[src/rtl/mem_arbiter.sv]
// mem_arbiter: round-robin arbiter/sequencer sharing one memory port between icache and dcache
module mem_arbiter #(
  parameter int MEM_ADDR_BITS = 28,
  parameter int MEM_TAG_BITS  = 5,
  parameter int MEM_DATA_BITS = 128,
  parameter int DATA_CYCLES   = 4
) (
  input  logic                       clk,
  input  logic                       reset,
  input  logic                       ic_req_valid,
  output logic                       ic_req_ready,
  input  logic [MEM_ADDR_BITS-1:0]   ic_req_addr,
  input  logic [MEM_TAG_BITS-1:0]    ic_req_tag,
  output logic                       ic_resp_valid,
  output logic [MEM_DATA_BITS-1:0]   ic_resp_data,
  output logic [MEM_TAG_BITS-1:0]    ic_resp_tag,
  input  logic                       dc_req_valid,
  output logic                       dc_req_ready,
  input  logic                       dc_req_rw,
  input  logic [MEM_ADDR_BITS-1:0]   dc_req_addr,
  input  logic [MEM_TAG_BITS-1:0]    dc_req_tag,
  input  logic                       dc_req_data_valid,
  output logic                       dc_req_data_ready,
  input  logic [MEM_DATA_BITS-1:0]   dc_req_data_bits,
  input  logic [MEM_DATA_BITS/8-1:0] dc_req_data_mask,
  output logic                       dc_resp_valid,
  output logic [MEM_DATA_BITS-1:0]   dc_resp_data,
  output logic [MEM_TAG_BITS-1:0]    dc_resp_tag,
  output logic                       mem_req_valid,
  input  logic                       mem_req_ready,
  output logic                       mem_req_rw,
  output logic [MEM_ADDR_BITS-1:0]   mem_req_addr,
  output logic [MEM_TAG_BITS-1:0]    mem_req_tag,
  output logic                       mem_req_data_valid,
  input  logic                       mem_req_data_ready,
  output logic [MEM_DATA_BITS-1:0]   mem_req_data_bits,
  output logic [MEM_DATA_BITS/8-1:0] mem_req_data_mask,
  input  logic                       mem_resp_valid,
  input  logic [MEM_DATA_BITS-1:0]   mem_resp_data,
  input  logic [MEM_TAG_BITS-1:0]    mem_resp_tag
);
  localparam int CW = DATA_CYCLES > 1 ? $clog2(DATA_CYCLES) : 1;
  typedef enum logic [1:0] {IDLE, RD_BURST, WR_DATA} state_t;
  state_t state, state_n;
  logic owner, last, lock, lock_sel;
  logic [CW-1:0] cnt;
  logic sel, idle, addr_hs, wr_hs, rd_beat;
  // a stalled selection is pinned so a late-arriving tie cannot steal the port
  assign sel = lock ? lock_sel : ((ic_req_valid && dc_req_valid) ? ~last : dc_req_valid);
  assign idle = reset && state == IDLE;
  assign mem_req_valid = idle && (sel ? dc_req_valid : ic_req_valid);
  assign mem_req_rw = sel & dc_req_rw;
  assign mem_req_addr = sel ? dc_req_addr : ic_req_addr;
  assign mem_req_tag = sel ? dc_req_tag : ic_req_tag;
  assign ic_req_ready = idle && !sel && mem_req_ready;
  assign dc_req_ready = idle && sel && mem_req_ready;
  assign addr_hs = mem_req_valid && mem_req_ready;
  assign mem_req_data_valid = reset && state == WR_DATA && dc_req_data_valid;
  assign dc_req_data_ready = reset && state == WR_DATA && mem_req_data_ready;
  assign mem_req_data_bits = dc_req_data_bits;
  assign mem_req_data_mask = dc_req_data_mask;
  assign wr_hs = mem_req_data_valid && mem_req_data_ready;
  assign rd_beat = reset && state == RD_BURST && mem_resp_valid;
  assign ic_resp_valid = rd_beat && !owner;
  assign dc_resp_valid = rd_beat && owner;
  assign ic_resp_data = mem_resp_data;
  assign dc_resp_data = mem_resp_data;
  assign ic_resp_tag = mem_resp_tag;
  assign dc_resp_tag = mem_resp_tag;
  always_comb begin
    state_n = (state == RD_BURST || state == WR_DATA) ? state : IDLE;
    if (state == IDLE && addr_hs) state_n = mem_req_rw ? WR_DATA : RD_BURST;
    if (rd_beat && cnt == CW'(DATA_CYCLES - 1)) state_n = IDLE;
    if (wr_hs) state_n = IDLE;
  end
  always_ff @(posedge clk)
    if (!reset) begin
      state <= IDLE;
      owner <= 1'b0;
      last <= 1'b0;
      cnt <= '0;
      lock <= 1'b0;
      lock_sel <= 1'b0;
    end else begin
      state <= state_n;
      lock <= idle && mem_req_valid && !mem_req_ready;
      lock_sel <= sel;
      if (addr_hs) begin
        owner <= sel;
        last <= sel;
        cnt <= '0;
      end else if (rd_beat) cnt <= cnt + CW'(1);
    end
endmodule

[config.mk]
export PLATFORM = sky130hd
export DESIGN_NAME = mem_arbiter
export DESIGN_NICKNAME = d
export VERILOG_FILES = /design/src/rtl/mem_arbiter.sv
export SDC_FILE = /design/constraint.sdc
export NUM_CORES = 1
export LEC_CHECK = 0
export BUFFER_PORTS_ARGS = -buffer_cell sky130_fd_sc_hd__buf_2
export CAP_MARGIN = 20
export CORE_AREA = 3 3 310 312
export DETAILED_ROUTE_END_ITERATION = 10
export DIE_AREA = 0 0 313 315
export PLACE_DENSITY = 0.3
export SYNTH_ARGS = -nofsm -noshare
export SYNTH_HDL_FRONTEND = slang
export SYNTH_SLANG_ARGS = --single-unit
[constraint.sdc]
create_clock -name clk -period 2.6 [get_ports clk]
set_input_delay 0 -clock clk [delete_from_list [all_inputs] [get_ports clk]]
set_output_delay 0 -clock clk [all_outputs]
set_load 0.005 [all_outputs]
# Yosys cells after proc, flatten, opt, wreduce, memory -nomap -nowiden

Cells that the tools add are included.

$add $sub $neg: 1
Eq/ne operators: 4
Bitwise operators: 3
Reduce and logical (&&, ||, !) cells: 27
Mux-type cells: 8

Operators by type and width:

| cell                  | count |
|---|---|
| $mux W28              | 1 |
| $logic_and A1 B1 Y1   | 20 |
| $mux W2               | 3 |
| $mux W5               | 1 |
| $eq A2 B2 Y1 const B  | 2 |
| $logic_not A1 Y1      | 3 |
| $mux W1               | 3 |
| $reduce_or A3 Y1      | 1 |
| $add A2 B1 Y2 const B | 1 |
| $eq A2 B1 Y1 const B  | 1 |
| $logic_not A2 Y1      | 1 |
| $ne A2 B1 Y1 const B  | 1 |
| $not A1 Y1            | 2 |
| $reduce_or A2 Y1      | 1 |
| $and A1 B1 Y1         | 1 |
| $logic_or A1 B1 Y1    | 1 |

Bits of input ports: 352
Output and inout bits: 451
Logic and storage cells: 48
Register bits: 7

# Logic depth before layout (Yosys ltp)

Gate-level depths: netlist of the first run.

Word-level depth: 8
Mapped depth: 6
Depth with buffers taken out: 6

# Worst setup path after synthesis of the first run

Ideal clock, no wire load.

Path type: register to register
From: reg state[0]
To: reg state[1]
Buffers on the path: 0
Data arrival time: 1.471 ns
Setup time: 0.070 ns
Stages on the path, launching flop included: 7
Slack: 1.059 ns
Cells stage by stage: dfxtp_1 -> inv_1 -> ha_1 -> nand3_1 -> a211oi_2 -> or4b_1 -> a21oi_1

Word-level cells in the longest chain between the ends: 6
Elaborated cells between the ends (all ways): 17
Those cells by class: eq/ne (3); mux (1); reduce/logical (13)

Ends and longest elaborated chain:

| item                                                            | line   | source |
|---|---|---|
| start: declaration                                              | 44     | `state_t state, state_n;` |
| start signal: assignment                                        | 85     | `state <= state_n;` |
| $logic_not A2 Y1                                                | 50, 72 |  |
| $logic_and A1 B1 Y1                                             | 50     | `assign idle = reset && state == IDLE;` |
| $logic_and A1 B1 Y1                                             | 51     | `assign mem_req_valid = idle && (sel ? dc_req_valid : ic_req_valid);` |
| $logic_and A1 B1 Y1                                             | 57     | `assign addr_hs = mem_req_valid && mem_req_ready;` |
| $logic_and A1 B1 Y1                                             | 72     | `if (state == IDLE && addr_hs) state_n = mem_req_rw ? WR_DATA : RD_BURST;` |
| $ne A2 B1 Y1 (no source line) / $mux W2 (equally long branches) | --     |  |

Parallel ways exist; a longest one is shown, timed or not.
A chain may end at the register's enable or synchronous reset.

# Worst setup path in the final report of the first run

From: reg lock
To: out mem_req_addr[0]

Word-level cells in the longest chain between the ends: 2

Ends and longest elaborated chain:

| item                     | line | source |
|---|---|---|
| start: declaration       | 45   | `logic owner, last, lock, lock_sel;` |
| start signal: assignment | 86   | `lock <= idle && mem_req_valid && !mem_req_ready;` |
| $mux W1                  | 49   | `assign sel = lock ? lock_sel : ((ic_req_valid && dc_req_valid) ? ~last : dc_req_valid);` |
| $mux W28                 | 53   | `assign mem_req_addr = sel ? dc_req_addr : ic_req_addr;` |
| end: declaration         | 32   | `output logic [MEM_ADDR_BITS-1:0] mem_req_addr,` |

No other way between the ends.

==> results of run 1 <==
==> cells in the final DEF (no fill, tap or decap), types with 2 or more instances in the layout <==
cell	instances
mux2_2	34
ha_1	4
clkbuf_16	3
dfxtp_1	7
a21oi_1	2
nor2b_1	2
nand4_1	2
inv_1	6
nand2_1	5
o211ai_1	2
nand3_1	4
nor2_1	5
buf_2	115
and3_1	2
a31oi_1	2
==> metal layers <==
| metal | GRT usage | part of all wire |
|---|---|---|
| met2 | 0.0394 | 0.44 |
| met4 | 0.0430 | 0.19 |
| met1 | 0.00783 | 0.12 |
| met5 | 0 | 0 |
| met3 | 0.0234 | 0.24 |
==> final cells by class <==
cell class                      count  area, sq um
Fill cell                       11217        90300
Tap cell                         1254         1570
Multi-Input combinational cell     75          667
Timing Repair Buffer              116          596
Sequential cell                     7          140
Clock buffer                        4         78.8
Inverter                            6         22.5
==> worst max-delay path, stage by stage, from the launching register on <==
cell and delay (ns):
dfxtp_1 0.40, nor2b_1 0.09, a22oi_2 0.36, buf_12 0.29
mux2_2 0.37, buf_2 0.12
==> kinds of logic (layout without fill, tap and decap cells) <==
logic type,after synthesis,count (layout)
buffers and inverters,421,126
muxes,35,35
and+or+nand+nor,24,24
AOI/OAI and AO/OA,11,11
DFF,7,7
adders and majority gates,4,4
xor gates and xnor gates,1,1
==> power groups by stage <==
stage / sequential [uW] / clock (uW) / combinational [uW]
floorplan: 117 / 0 / 629
finish: 117 / 265 / 247
global placement: 118 / 0 / 255
detailed placement: 118 / 0 / 255
global route: 117 / 279 / 276
CTS: 117 / 270 / 256
==> worst max-delay path by stage <==
stage / start / to / cells after the start
finish: lock$_SDFF_PN0_ / mem_req_addr[0] / 5
global placement: state[0]$_SDFFE_PP0P_ / state[1]$_SDFFE_PP0P_ / 6
global route: lock$_SDFF_PN0_ / mem_req_addr[27] / 5
floorplan: state[0]$_SDFFE_PP0P_ / state[1]$_SDFFE_PP0P_ / 6
detailed placement: state[0]$_SDFFE_PP0P_ / state[1]$_SDFFE_PP0P_ / 6
CTS: lock$_SDFF_PN0_ / mem_req_tag[4] / 5
==> through the flow <==
step | cells | cell area [sq um] | hold WS (ns) | utilization
6_report | 1462 | 3070 | 0.00000143 | 0.0329
3_3_place_gp | 1458 | 2990 | 0.0000346 | 0.0321
3_5_place_dp | 1458 | 2990 | 0.0000346 | 0.0321
4_1_cts | 1462 | 3070 | 0.0000346 | 0.0329
2_1_floorplan | 503 | 3940 | 0.0781 | -
5_1_grt | 1462 | 3070 | 0.00000796 | 0.0329
==> state kept, by name, indices dropped and copies added (netlist names) <==
signal / cells
lock_sel: 1
lock: 1
state: 2
last: 1
cnt: 2
==> run metrics, run 1 <==
Critical Path RT=2.60 ns; status=completed; Seq pwr share=0.186; Pleak=0.000844 uW; Worst R2R Start=state[0]$_SDFFE_PP0P_; worst slack, placed=0.792 ns; power share of the clock group=0.422; Yosys top cell area share=0.781; ys flop type=dfxtp_1; hold path endpoint=mem_req_data_bits[24]; Yosys reg bits=7; Die X=313 microns; Int Pwr=460 uW; P_sw=169 uW; sequential area share after synthesis=0.0356; DRT iter0 DRCs=46; Skew-Pair Late Insertion Delay=0.23 ns; Post-DP HPWL=11500 microns; worst r2r dst=state[1]$_SDFFE_PP0P_; first-pass detailed-route iteration total=2; Synth Net Count=859; TritonCTS buffer count=3; gpl congestion=0.723; crit path DAT=1.91 ns; CTS max path bufs=2; Die Span Y=315 microns; CTS HTree Levels=1; Tot Pwr=629 uW; fin crit share=0.733; RSZ-0062 raised after global routing=no; Post-synth top cells=buf_4 (410), mux2_2 (34), dfxtp_1 (7); first-pass GRT wire length=16600 microns; Yosys warning count=0; Die Area=98600 sq um; syn_area_per_cell=7.83 sq um; r2r worst-path depth=6; Reg clk slew, reported paths=0.04 ns; Clock Skews=0.00245 ns; post-synth top area cell=buf_4; combinational family with the most area after synthesis=buffers and inverters; Power Density=205 nW/um^2; root buf cell=clkbuf_16; GRT Total Usage=0.0243; async set-reset flop share out of synthesis=0; synthesized area=3940 sq um; vias in the first global route=2104; largest net degree at the start of global routing=35; xor and xnor area share after synthesis=0.00222; Layout Nets=565; wire per inst=9.09 microns; most frequent cell after synthesis=buf_4; ant diodes=0; Mapped Cells=503; Sink Count=7; critical setup path kind=reg2out; Max Cap Violations=0; area delta synth->final=-22.0%; Hold Startpoint=dc_req_data_bits[24]; Fmax=525 MHz; TritonCTS clock tree=built; Gates resized, CTS repair=0; Sw Share=0.269; area fraction in compound gates after synthesis=0.0232; Setup Fix Bufs, Post-CTS=0; HP Class=in2out; Core Rows=112; initial antenna violation count=7; top post-synthesis cells by area=buf_4 (78%), mux2_2 (9.7%), dfxtp_1 (3.6%), ha_1 (1.3%), inv_1 (0.57%); Total Routed Length=13300 microns; hold depth=0; IO Count=803; Worst Tran Pin Value=0.436 ns; drt drc=0; relative slew slack=0.710; Post-synth EDFFs=0; global route overflow=0; Peak VDD IR=0.282 mV; Hold Buf Count CTS=0; Max Fanout on Critical Path=34; antenna viol nets, final=0; Setup TNS Final=0 ns; post-layout minimum cycle time=1.91 ns; Starting Density=0.0422; Synth Area in Simple Gates=0.0314; Comb pwr share=0.392; Synth cell types=27; pins over their slew limit=0; Synth Area in Adders=0.0127; reg2reg setup slack=0.81 ns; # setup viols final=0; layout cells sized above 1=0.745; Crit. End Element=output pin; startpoint type of the worst setup path=flop; mux contribution to synthesized area=0.0997; core area=93300 sq um; Setup WS post-layout=0.694 ns; via count=1782; routed vias/inst=1.22; Fin. Hold Viols=0; # port buffers=115
Power figures use the tool's default switching activity.
==> inputs of run 2 (changes only) <==
- CORE_AREA: 3 3 310 312 -> 3 3 313 315
- DIE_AREA: 0 0 313 315 -> 0 0 316 318
- clock period: 2.6 -> 1.7 ns (I/O delays scaled with it)
==> run metrics, run 2 (synthesis results as in run 1) <==
status=completed; Die X=316 microns; wire per inst=10.6 microns; Max Fanout on Critical Path=7; top flop regs=cnt: 2 flops, state: 2 flops; Core Rows=113; Fmax=601 MHz; Power Density=330 nW/um^2; CTS HTree Levels=1; multi-input logic area=744 sq um; Worst Tran Pin Value=0.281 ns; routed vias/inst=1.26; Layout Nets=576; Die Area=100000 sq um; TritonCTS clock tree=built; DRT iter0 DRCs=33; initial antenna violation count=4; Setup WS post-layout=0.0367 ns; relative slew slack=0.813; # port buffers=115; core area=95200 sq um; Sink Count=7; Post-DP HPWL=12900 microns; worst slack, placed=0.140 ns; root buf cell=clkbuf_16; via count=1867; GRT Total Usage=0.0263; # setup viols final=0; Fin. Hold Viols=0; Clock Skews=0.000831 ns; vias in the first global route=2124; Critical Path RT=1.70 ns; critical setup path kind=reg2out; Skew-Pair Late Insertion Delay=0.23 ns; first-pass detailed-route iteration total=3; Starting Density=0.0414; fin crit share=0.978; crit path DAT=1.66 ns; layout cells sized above 1=0.776; Peak VDD IR=0.431 mV; CTS max path bufs=2; first-pass GRT wire length=17900 microns; HP Class=in2out; largest net degree at the start of global routing=16; Total Routed Length=15700 microns; Hold Buf Count CTS=0; IO Count=803; Pleak=0.00104 uW; antenna viol nets, final=0; area delta synth->final=-13.7%; TritonCTS buffer count=3; RSZ-0062 raised after global routing=yes; drt drc=0; Max Cap Violations=0; gpl congestion=0.709; most frequent cells in the layout=buf_2 (100), mux2_4 (18), mux2_2 (16), buf_6 (16), buf_4 (8); startpoint type of the worst setup path=flop; Reg area=145 sq um; pins over their slew limit=0; Tot Pwr=1120 uW; global route overflow=0; FILL cells=11300; commonest non-fill, non-tap cell in the layout=buf_2; Reg clk slew, reported paths=0.04 ns; post-layout minimum cycle time=1.66 ns; Die Span Y=318 microns; Crit. End Element=output pin
## run 2: changes by cell type in the layout (fill, tap and decap cells not counted), sizes merged
cell,previous run,this run
buf,116,126
clkbuf,4,5
diode,0,2
## run 2: path summary, 6_finish.rpt
check | start | to | slack [ns] | cells past startpoint
hold reg to reg | state[0]$_SDFFE_PP0P_ | state[0]$_SDFFE_PP0P_ | 0.48 | 2
hold / removal | dc_req_data_bits[95] | mem_req_data_bits[95] | 0.000002 | 0
setup / recovery | last$_SDFFE_PN0P_ | mem_req_tag[4] | 0.04 | 6
setup reg to reg | lock$_SDFF_PN0_ | state[1]$_SDFFE_PP0P_ | 0.07 | 7
## run 2: power by group
group          internal (uW)  switching [uW]  total, uW
logic                    332             215        547
clock network            312            85.8        398
registers                172            7.19        179
total                    815             308       1120
## run 2: per-layer routing
metal  part of all wire  vias up  wire, microns  GRT usage
met5                  0        -              0    0.00242
met4               0.16        0           2500     0.0416
met3               0.25      186           3930     0.0260
met2               0.45      411           7070     0.0438
met1               0.14      675           2210    0.00842
li1                   -      595              -          -
## run 2: worst max-delay path, cell delays in order (launching register included)
cell and delay (ns):
dfxtp_2 0.34, nand2_2 0.06, a22oi_2 0.16, buf_6 0.20, clkbuf_16 0.22, mux2_4 0.32
buf_6 0.12
## run 2: layout make-up
| type | instances | share of cell area |
|---|---|---|
| tap | 1265 | 0.466 |
| timing repair buffer | 127 | 0.241 |
| multi-input combinational | 75 | 0.219 |
| sequential | 7 | 0.0427 |
| clock buffer | 4 | 0.0232 |
| inverter | 6 | 0.00662 |
| antenna | 2 | 0.00147 |
## run 2: what timing repair did
item / in CTS / in global routing
setup buffers: 2 / 1
resized for setup: 7 / 35
pin swaps: 1 / 2
cloned: 1 / 1
setup endpoints to repair: 29 / 18
## run 2: metrics by stage
step / utilization / cell area (sq um) / std cells / setup TNS, ns / hold slack, ns
after CTS: 0.0336 / 3200 / 1482 / -0.135 / 0.0000346
after global routing: 0.0357 / 3400 / 1486 / -0.491 / 0.00000889
after global placement: 0.0321 / 3050 / 1475 / 0 / 0.0000346
after floorplan: - / 3940 / 503 / 0 / 0.0781
final: 0.0357 / 3400 / 1486 / 0 / 0.00000175
after detailed placement: 0.0321 / 3050 / 1475 / 0 / 0.0000346
==> inputs of run 3 (changes only) <==
- PLACE_DENSITY: 0.3 -> unset
- PLACE_DENSITY_LB_ADDON: unset -> 0.15
- SKIP_LAST_GASP: unset -> 1
==> run metrics, run 3 (synthesis results as in run 1) <==
status=completed; Starting Density=0.0414; first-pass GRT wire length=19800 microns; first-pass detailed-route iteration total=3; initial antenna violation count=12; HP Class=in2out; Peak VDD IR=0.196 mV; CTS max path bufs=2; global route overflow=0; Die Area=100000 sq um; via count=1877; Setup WS post-layout=0.0187 ns; CTS HTree Levels=1; area delta synth->final=-15.8%; # port buffers=115; Critical Path RT=1.87 ns; critical setup path kind=reg2reg; Layout Nets=580; RSZ-0062 raised after global routing=yes; largest net degree at the start of global routing=14; post-layout minimum cycle time=1.68 ns; Max Fanout on Critical Path=6; core area=95200 sq um; TritonCTS buffer count=3; fin crit share=0.989; relative slew slack=0.733; worst slack, placed=0.0789 ns; pins over their slew limit=0; DRT iter0 DRCs=37; Fmax=595 MHz; layout cells sized above 1=0.789; most frequent cells in the layout=buf_2 (114), mux2_2 (34), buf_4 (11); antenna viol nets, final=0; area post-placement=3060 sq um; root buf cell=clkbuf_16; Power Density=330 nW/um^2; vias in the first global route=2077; # setup viols final=0; Fin. Hold Viols=0; Die Span Y=318 microns; IO Count=803; Worst Tran Pin Value=0.401 ns; Pleak=0.000956 uW; Core Rows=113; gpl congestion=0.624; startpoint type of the worst setup path=flop; Skew-Pair Late Insertion Delay=0.23 ns; GRT Total Usage=0.0305; Clock Skews=0.000395 ns; Post-Place Cells=1476; Max Cap Violations=0; Post-DP HPWL=14100 microns; routed vias/inst=1.26; Sink Count=7; wire per inst=11.5 microns; Final Instance Area=3320 sq um; commonest non-fill, non-tap cell in the layout=buf_2; Total Routed Length=17100 microns; TritonCTS clock tree=built; Die X=316 microns; Fin Hold WS=0.00000174 ns; Crit. End Element=flop; Post-Layout Cell Count=1488; FILL cells=11306; ant diodes=0; top flop regs=cnt: 2 flops, state: 2 flops; final core utilization=0.0349; drt drc=0; crit path DAT=1.85 ns; Reg clk slew, reported paths=0.04 ns
run 3: through the flow:
stage	setup TNS (ns)	power, uW
floorplan	0	1140
global placement	0	619
detailed placement	0	610
CTS	-0.0841	1100
global route	-1.02	1170
finish	0	1100
run 3: path summary, 6_finish.rpt:
path                            depth (start not counted)                  start                     to  slack [ns]
worst max register to register                          7        lock$_SDFF_PN0_  state[1]$_SDFFE_PP0P_        0.02
worst min register to register                          2  state[1]$_SDFFE_PP0P_  state[1]$_SDFFE_PP0P_        0.49
worst max-delay path                                    7        lock$_SDFF_PN0_  state[1]$_SDFFE_PP0P_        0.02
worst min-delay path                                    0   dc_req_data_bits[93]  mem_req_data_bits[93]    0.000002
run 3: where the power goes:
| part | switching (uW) | internal, uW | total, uW |
|---|---|---|---|
| logic | 213 | 299 | 511 |
| registers | 6.80 | 172 | 179 |
| clock network | 92.3 | 312 | 405 |
run 3: final cells by class:
class	count	area [sq um]	area share
multi-input combinational	75	689	0.208
timing repair buffer	131	801	0.241
inverter	6	22.5	0.00679
clock buffer	4	78.8	0.0238
sequential	7	143	0.0430
tap	1265	1580	0.477
run 3: worst max-delay path: stages (launching register included):
cell and delay, ns:
dfxtp_2 0.33, nor2b_2 0.14, a22oi_2 0.08, buf_12 0.16
buf_4 0.15, buf_4 0.14, or4b_4 0.48, a21oi_2 0.12
run 3: timing repair:
action	CTS	global route
endpoints found under the setup margin	34	31
gates cloned	2	1
resized for setup	7	8
hold buffers	0	0
pin swaps	1	1
endpoints found under the hold margin	0	0
setup buffers	5	0
run 3: routing by layer:
metal | global-route usage | vias up | part of all wire
li1 | - | 607 | -
met5 | 0 | - | 0.0024
met1 | 0.0139 | 686 | 0.17
met2 | 0.0449 | 353 | 0.40
met4 | 0.0525 | 6 | 0.20
met3 | 0.0290 | 225 | 0.23
